===== config.mk =====
export PLATFORM = sky130hd
export DESIGN_NAME = pwm_capture
export DESIGN_NICKNAME = d
export VERILOG_FILES = /design/src/rtl/pwm_capture.sv
export SDC_FILE = /design/constraint.sdc
export NUM_CORES = 1
export LEC_CHECK = 0
export CORE_AREA = 5 5 109 111
export CTS_CLUSTER_SIZE = 12
export DETAILED_ROUTE_END_ITERATION = 6
export DIE_AREA = 0 0 114 116
export GPL_ROUTABILITY_DRIVEN = 1
export GPL_TIMING_DRIVEN = 1
export PLACE_DENSITY = 0.64
export SLEW_MARGIN = 20
export SYNTH_ARGS = -nofsm -noshare
export SYNTH_HDL_FRONTEND = slang
export SYNTH_SLANG_ARGS = --single-unit

===== constraint.sdc =====
create_clock -name clk -period 2.7 [get_ports clk]
set_input_delay 0.54 -clock clk [delete_from_list [all_inputs] [get_ports clk]]
set_output_delay 0.54 -clock clk [all_outputs]
set_load 0.02 [all_outputs]

===== src/rtl/pwm_capture.sv =====
// PWM capture: measures high time, period and recovered duty of an incoming PWM line,
// flags off-nominal periods and stuck lines. Optional glitch filter: define PWM_DEGLITCH_EN.
module pwm_capture #(
  parameter int CW           = 16,
  parameter int NOM_PERIOD   = 256,
  parameter int TIMEOUT      = 1024,
  parameter int DEGLITCH_LEN = 4
) (
  input  logic          clk,
  input  logic          rst,
  input  logic          pwm_in,
  output logic          meas_valid,
  output logic [CW-1:0] high_time,
  output logic [CW-1:0] period,
  output logic [7:0]    duty,
  output logic          period_err,
  output logic          stuck
);

  typedef enum logic [1:0] {IDLE, HIGH, LOW} state_t;

  localparam logic [CW-1:0] CNT_MAX = '1;
  localparam logic [CW-1:0] ONE     = CW'(1);
  localparam logic [CW-1:0] NOM     = CW'(NOM_PERIOD);
  localparam logic [CW-1:0] TO      = CW'(TIMEOUT);
  localparam logic [CW-1:0] TO_LAST = CW'(TIMEOUT - 1);
  localparam logic [CW-1:0] DUTY_MX = CW'(255);

  if (TIMEOUT < 2 || TIMEOUT >= (2 ** CW) - 1) begin : g_bad_timeout
    $error("pwm_capture: TIMEOUT out of range");
  end
  if (DEGLITCH_LEN < 1) begin : g_bad_deglitch
    $error("pwm_capture: DEGLITCH_LEN must be >= 1");
  end

  state_t        state;
  logic          s1, s2, s3, lvl;
  logic          rise, fall, edge_seen;
  logic [CW-1:0] hcnt, pcnt, ecnt;

  always_ff @(posedge clk) begin
    if (rst) begin
      s1 <= 1'b0;
      s2 <= 1'b0;
      s3 <= 1'b0;
    end else begin
      s1 <= pwm_in;
      s2 <= s1;
      s3 <= lvl;
    end
  end

`ifdef PWM_DEGLITCH_EN
  localparam int DW = $clog2(DEGLITCH_LEN + 1);
  logic [DW-1:0] dg_cnt;
  logic          filt;

  // Level moves only after s2 has disagreed with it for DEGLITCH_LEN straight samples.
  always_ff @(posedge clk) begin
    if (rst) begin
      dg_cnt <= '0;
      filt   <= 1'b0;
    end else if (s2 == filt) begin
      dg_cnt <= '0;
    end else if (dg_cnt == DW'(DEGLITCH_LEN - 1)) begin
      dg_cnt <= '0;
      filt   <= s2;
    end else begin
      dg_cnt <= dg_cnt + DW'(1);
    end
  end

  assign lvl = filt;
`else
  assign lvl = s2;
`endif

  assign rise      = lvl & ~s3;
  assign fall      = ~lvl & s3;
  assign edge_seen = rise | fall;

  function automatic logic [CW-1:0] sat_inc(input logic [CW-1:0] x);
    return (x == CNT_MAX) ? x : x + ONE;
  endfunction

  // Generator high time is code+1, so the recovered code is one less than the high count.
  function automatic logic [7:0] duty_of(input logic [CW-1:0] h);
    logic [CW-1:0] hm1;
    hm1 = h - ONE;
    if (h == '0)          return 8'h00;
    else if (hm1 > DUTY_MX) return 8'hFF;
    else                  return hm1[7:0];
  endfunction

  always_ff @(posedge clk) begin
    if (rst) begin
      state      <= IDLE;
      hcnt       <= '0;
      pcnt       <= '0;
      ecnt       <= '0;
      meas_valid <= 1'b0;
      high_time  <= '0;
      period     <= '0;
      duty       <= 8'h00;
      period_err <= 1'b0;
      stuck      <= 1'b0;
    end else begin
      meas_valid <= 1'b0;

      if (edge_seen)       ecnt <= '0;
      else if (ecnt != TO) ecnt <= ecnt + ONE;

      case (state)
        IDLE: begin
          if (rise) begin
            hcnt  <= ONE;
            pcnt  <= ONE;
            state <= HIGH;
          end
        end
        HIGH: begin
          pcnt <= sat_inc(pcnt);
          if (fall) state <= LOW;
          else      hcnt  <= sat_inc(hcnt);
        end
        LOW: begin
          if (rise) begin
            meas_valid <= 1'b1;
            high_time  <= hcnt;
            period     <= pcnt;
            duty       <= duty_of(hcnt);
            period_err <= (pcnt != NOM);
            stuck      <= 1'b0;
            hcnt       <= ONE;
            pcnt       <= ONE;
            state      <= HIGH;
          end else begin
            pcnt <= sat_inc(pcnt);
          end
        end
        default: state <= IDLE;
      endcase

      // Fires once per edge-free stretch: ecnt parks at TIMEOUT until the next edge.
      if (!edge_seen && ecnt == TO_LAST) begin
        meas_valid <= 1'b1;
        high_time  <= '0;
        period     <= '0;
        duty       <= lvl ? 8'hFF : 8'h00;
        period_err <= 1'b1;
        stuck      <= 1'b1;
        state      <= IDLE;
      end
    end
  end

endmodule


Yosys cells after proc, flatten, opt, wreduce, memory -nomap -nowiden
Index checks and enable logic that the tools add are counted.
{"block": "op_classes", "n_lt_le_gt_ge": 1, "eq_ne": 12, "n_mux": 25, "n_bitwise": 5, "n_addsub": 4, "n_reduce_logical": 16}
{"op": "$mux 16", "n": 5}
{"op": "$add 16x1->16 const B", "n": 3}
{"op": "$mux 8", "n": 6}
{"op": "$pmux 16 s3", "n": 1}
{"op": "$eq 16x16->1 const B", "n": 2}
{"op": "$pmux 16 s2", "n": 1}
{"op": "$eq 16x10->1 const B", "n": 1}
{"op": "$gt 16x8->1 const B", "n": 1}
{"op": "$logic_not 16->1", "n": 1}
{"op": "$ne 16x11->1 const B", "n": 1}
{"op": "$ne 16x9->1 const B", "n": 1}
{"op": "$sub 16x1->16 const B", "n": 1}
{"op": "$mux 1", "n": 9}
{"op": "$ne 2x2->1 const B", "n": 4}
{"op": "$reduce_and 2->1", "n": 4}
{"op": "$reduce_bool 2->1", "n": 3}
{"op": "$reduce_or 2->1", "n": 3}
{"op": "$mux 2", "n": 2}
{"op": "$pmux 2 s2", "n": 1}
{"op": "$reduce_and 4->1", "n": 1}
{"op": "$reduce_bool 3->1", "n": 1}
{"op": "$and 1x1->1", "n": 2}
{"op": "$eq 2x1->1 const B", "n": 1}
{"op": "$eq 2x2->1 const B", "n": 1}
{"op": "6 further kinds", "n": 7}
{"block": "totals", "out_inout_bits": 43, "input_bits": 3, "elab_cells": 76, "reg_bits": 96}

Logic depth before layout (Yosys ltp)
{"block": "logic_depth", "ltp_word": 7, "ltp_mapped": 9, "ltp_nobuf": 7}

Worst setup path after synthesis
OpenSTA, ideal clock, no wires.
{"block": "synth_path", "path_kind": "register to register", "from": "register ecnt[12]", "to": "register ecnt[1]", "setup_ps": 121, "period_less_slack_ps": 1885, "t_required_ps": 2579, "setup_slack_ps": 815, "path_stages_with_launch": 5, "t_arrival_ps": 1764, "path_buffers": 0, "cell_sequence": "dfxtp_1 or4_4 or4_2 mux2i_1 nor2_1"}
{"block": "synth_via", "elab_chain_len": 1}
{"item": "start, declared", "line_no": "39", "text": "logic [CW-1:0] hcnt, pcnt, ecnt;"}
{"item": "start signal, assigned", "line_no": "111", "text": "else if (ecnt != TO) ecnt <= ecnt + ONE;"}
{"item": "$ne 16x11->1", "line_no": "111"}
Every way passes these cells.
A chain may end at the register's enable or synchronous reset.

Worst setup path in the final report
{"block": "layout_path", "from": "register state[0]", "to": "register duty[6]"}
{"block": "layout_via", "elab_chain_len": 3}
{"item": "start, declared", "line_no": "36", "text": "state_t state;"}
{"item": "start signal, assigned", "line_no": "97", "text": "state <= IDLE;"}
{"item": "start signal, assigned", "line_no": "118", "text": "state <= HIGH;"}
{"item": "start signal, assigned", "line_no": "123", "text": "if (fall) state <= LOW;"}
{"item": "$eq 2x2->1", "line_no": "113", "text": "case (state)"}
{"item": "$reduce_bool 2->1 (no line)"}
{"item": "$reduce_and 2->1 (no line)"}
{"item": "end signal, assigned", "line_no": "131", "text": "duty <= duty_of(hcnt);"}
{"item": "end signal, assigned", "line_no": "149", "text": "duty <= lvl ? 8'hFF : 8'h00;"}
{"item": "end, declared", "line_no": "15", "text": "output logic [7:0] duty,"}
Every way passes these cells.

==> results by group <==
Critical path
  – Reg2reg setup slack: between 0.4 and 0.5 ns
  – Buf+Inv Stages, Crit Path: 1
  – CP Max Fanout: 35
  – Required @ worst endpoint: roughly 3.0 ns
  – Crit. End Element: register
  – Worst stage delay on the critical path: 0.69 ns
  – CP delay by family, top: compound AO/OA/AOI/OAI gates
  – CP arrival: around 2.6 ns
  – CP Launch Type: register
  – Crit path kind: reg -> reg
  – Crit-path slowest cell: a211oi_1
  – CP cell instances: inv_1 -> ha_1 -> and2_2 -> a211oi_1 -> a32oi_1 -> nand3_1

Synth
  – Synth Area per Inst: slightly above 8 um^2
  – Synth area leaders: dfxtp_1 (41%), nand2_1 (7.9%), a21oi_1 (5.3%)
  – Synth async-reset ratio: 0
  – EDFF count, synth: 0
  – Yosys reg bits: 96
  – Synth Flop Type: dfxtp_1
  – Syn. warnings: 0
  – Top cell type's share of synthesized area: 0.406
  – Synthesized area: between 4000 and 5000 um^2
  – Most common cell in the netlist: nand2_1
  – Post-synthesis cell count: 579
  – Most common library cells after synthesis: nand2_1 (100), dfxtp_1 (96), a21oi_1 (50), nor2_1 (47), nand3_1 (34)
  – Distinct cells, synth: 67
  – Dominant cell type by area after synthesis: dfxtp_1
  – Sequential fraction of the synthesis area: 0.406
  – Post-Syn Nets: around 600

Clock tree
  – Worst-Skew Late Latency: roughly 0.37 ns
  – CTS root buffer: clkbuf_8
  – Worst-path clk slew: about 0.090 ns
  – Post-CTS Hold Fix Bufs: 0
  – Post-CTS Setup Inserts: 0
  – Post-CTS sizing: 0
  – CTS Buf Count: 9
  – H-tree levels: 3
  – Max Buffers Root-to-Sink: 2
  – TritonCTS clock tree: done
  – CTS sink count: 96

Status
  – Status: complete, no violations

GRT
  – Largest net degree at the start of global routing: 37
  – Global-route wire length before repair: just under 20 mm
  – Vias in the first global route: 4028
  – Global Route Usage Sum: 0.178
  – Grt total ovfl: 0
  – Initial antenna violation count: 0

Detailed routing
  – Final WL: 11.5 mm
  – DR WL/cell: about 15 um
  – Vias: between 4000 and 5000
  – Routed Antenna Nets: 0
  – Vias per inst: between 5 and 6
  – DRT iter0 DRCs: approximately 280
  – Router iterations before antenna repair: 4
  – # DRC: 0

Timing
  – Final period util: 0.834
  – Worst-margin pin slew: approximately 0.70 ns
  – Setup TNS: 0 ns
  – Final Critical Period: approximately 2.3 ns
  – Worst slew margin: 0.529
  – WHS: between 0.4 and 0.5 ns
  – Max Clock Skew: 0.0122 ns
  – Setup violators final: 0
  – Max Slew Vio Count: 0
  – Peak Freq: around 440 MHz
  – Fin. Hold Viols: 0
  – RSZ-0062 raised after global routing: false

Placement
  – I/O Buffers: 45
  – Detailed Place HPWL: slightly above 8 mm
  – Placer Congestion: approximately 0.9

Power and ir drop
  – Leak Pwr: around 1.8 nW
  – P per Cell Area: 442 nW/um^2
  – Worst vdd ir: 0.000347 V
  – Final Power: around 0.0024 W

Floorplanning
  – Std-Cell Rows: 38
  – Die span in y: ~120 um
  – I/O pin total: 46
  – Core Region: roughly 11000 um^2
  – Die area: around 13000 um^2
  – Initial Util: 0.443
  – Die Span X: 114 um

Cells and area
  – ANT cells: 0
  – FF/Latch Area: between 1500 and 2000 um^2
  – Fill cell count: roughly 1100
  – Footprint of the multi-input gates: 2570 um^2
  – Nets: roughly 630
  – Share of layout cells above drive strength 1: 0.0649
  – Utilization after layout: 0.506
  – Syn-to-layout area delta: 14.3%

Worst hold path
  – Hold crit path type: reg -> reg

Run
  – Max Cap Violations: 0
per-stage QoR:
step / worst slack [ns] / cell area [um^2] / instances
2_1_floorplan: 0.815 / 4740 / 579
3_3_place_gp: 0.529 / 5260 / 741
3_5_place_dp: 0.428 / 5260 / 741
4_1_cts: 0.411 / 5420 / 756
5_1_grt: 0.205 / 5420 / 756
6_report: 0.449 / 5420 / 756
final cells by class:
cell class	count	area share
Multi-Input combinational cell	434	0.475
Sequential cell	96	0.355
Timing Repair Buffer	56	0.0984
Tap cell	140	0.0323
Clock buffer	12	0.0249
Inverter	15	0.0104
Clock inverter	3	0.00370
flip-flops by register name, summed over array words and instances (netlist names), 2 cells and up:
| signal | flops |
|---|---|
| duty | 8 |
| high_time | 16 |
| state | 2 |
| hcnt | 16 |
| period | 16 |
| ecnt | 16 |
| pcnt | 16 |
cell usage in the layout (no fill, tap or decap), drive strengths merged, types with 4 or more instances in the layout:
cell type,netlist,final
xor2,11,11
nor3,16,16
nor4,6,6
ha,13,13
o211ai,7,7
inv,14,14
nor2,47,47
nand2,100,100
a21oi,50,50
a32oi,8,8
nand2b,4,4
dfxtp,96,96
xnor2,19,19
and2,4,4
or3,9,9
nand3,34,34
clkdlybuf4s50,0,45
clkbuf,19,12
a211oi,4,4
or4,10,10
a2111oi,10,10
buf,14,11
a31oi,5,5
nand4,11,11
nor2b,6,6
and3,9,9
o21ai,13,13
cell families (layout without fill, tap and decap cells):
| group | Yosys count | after routing | share of synthesized area |
|---|---|---|---|
| DFF | 96 | 96 | 0.406 |
| adders and majority gates | 13 | 13 | 0.0343 |
| xor gates and xnor gates | 30 | 30 | 0.0555 |
| buffers and inverters | 49 | 86 | 0.0510 |
| AOI/OAI and AO/OA | 121 | 121 | 0.172 |
| muxes | 4 | 4 | 0.00871 |
| and+or+nand+nor | 266 | 266 | 0.273 |
power by group:
group          switching [W]  internal (W)
Clock               0.000490      0.000330
Combinational      0.0000891     0.0000484
Sequential         0.0000141       0.00142
Total               0.000593       0.00180
path summary, 6_finish.rpt:
kind | depth (start not counted) | to | startpoint
worst max register to register | 6 | duty[6] | state[0]
worst min register to register | 1 | lvl | s1
worst min-delay path | 1 | lvl | s1
worst max-delay path | 6 | duty[6] | state[0]
routing by layer:
| metal | routed length, um | track usage | vias to the layer above |
|---|---|---|---|
| met1 | 5340 | 0.231 | 1977 |
| met2 | 5430 | 0.299 | 101 |
| li1 | - | - | 2137 |
| met3 | 591 | 0.0386 | 10 |
| met4 | 141 | 0.0515 | 0 |
| met5 | 0 | 0 | - |
(Power assumes the default switching activity.)
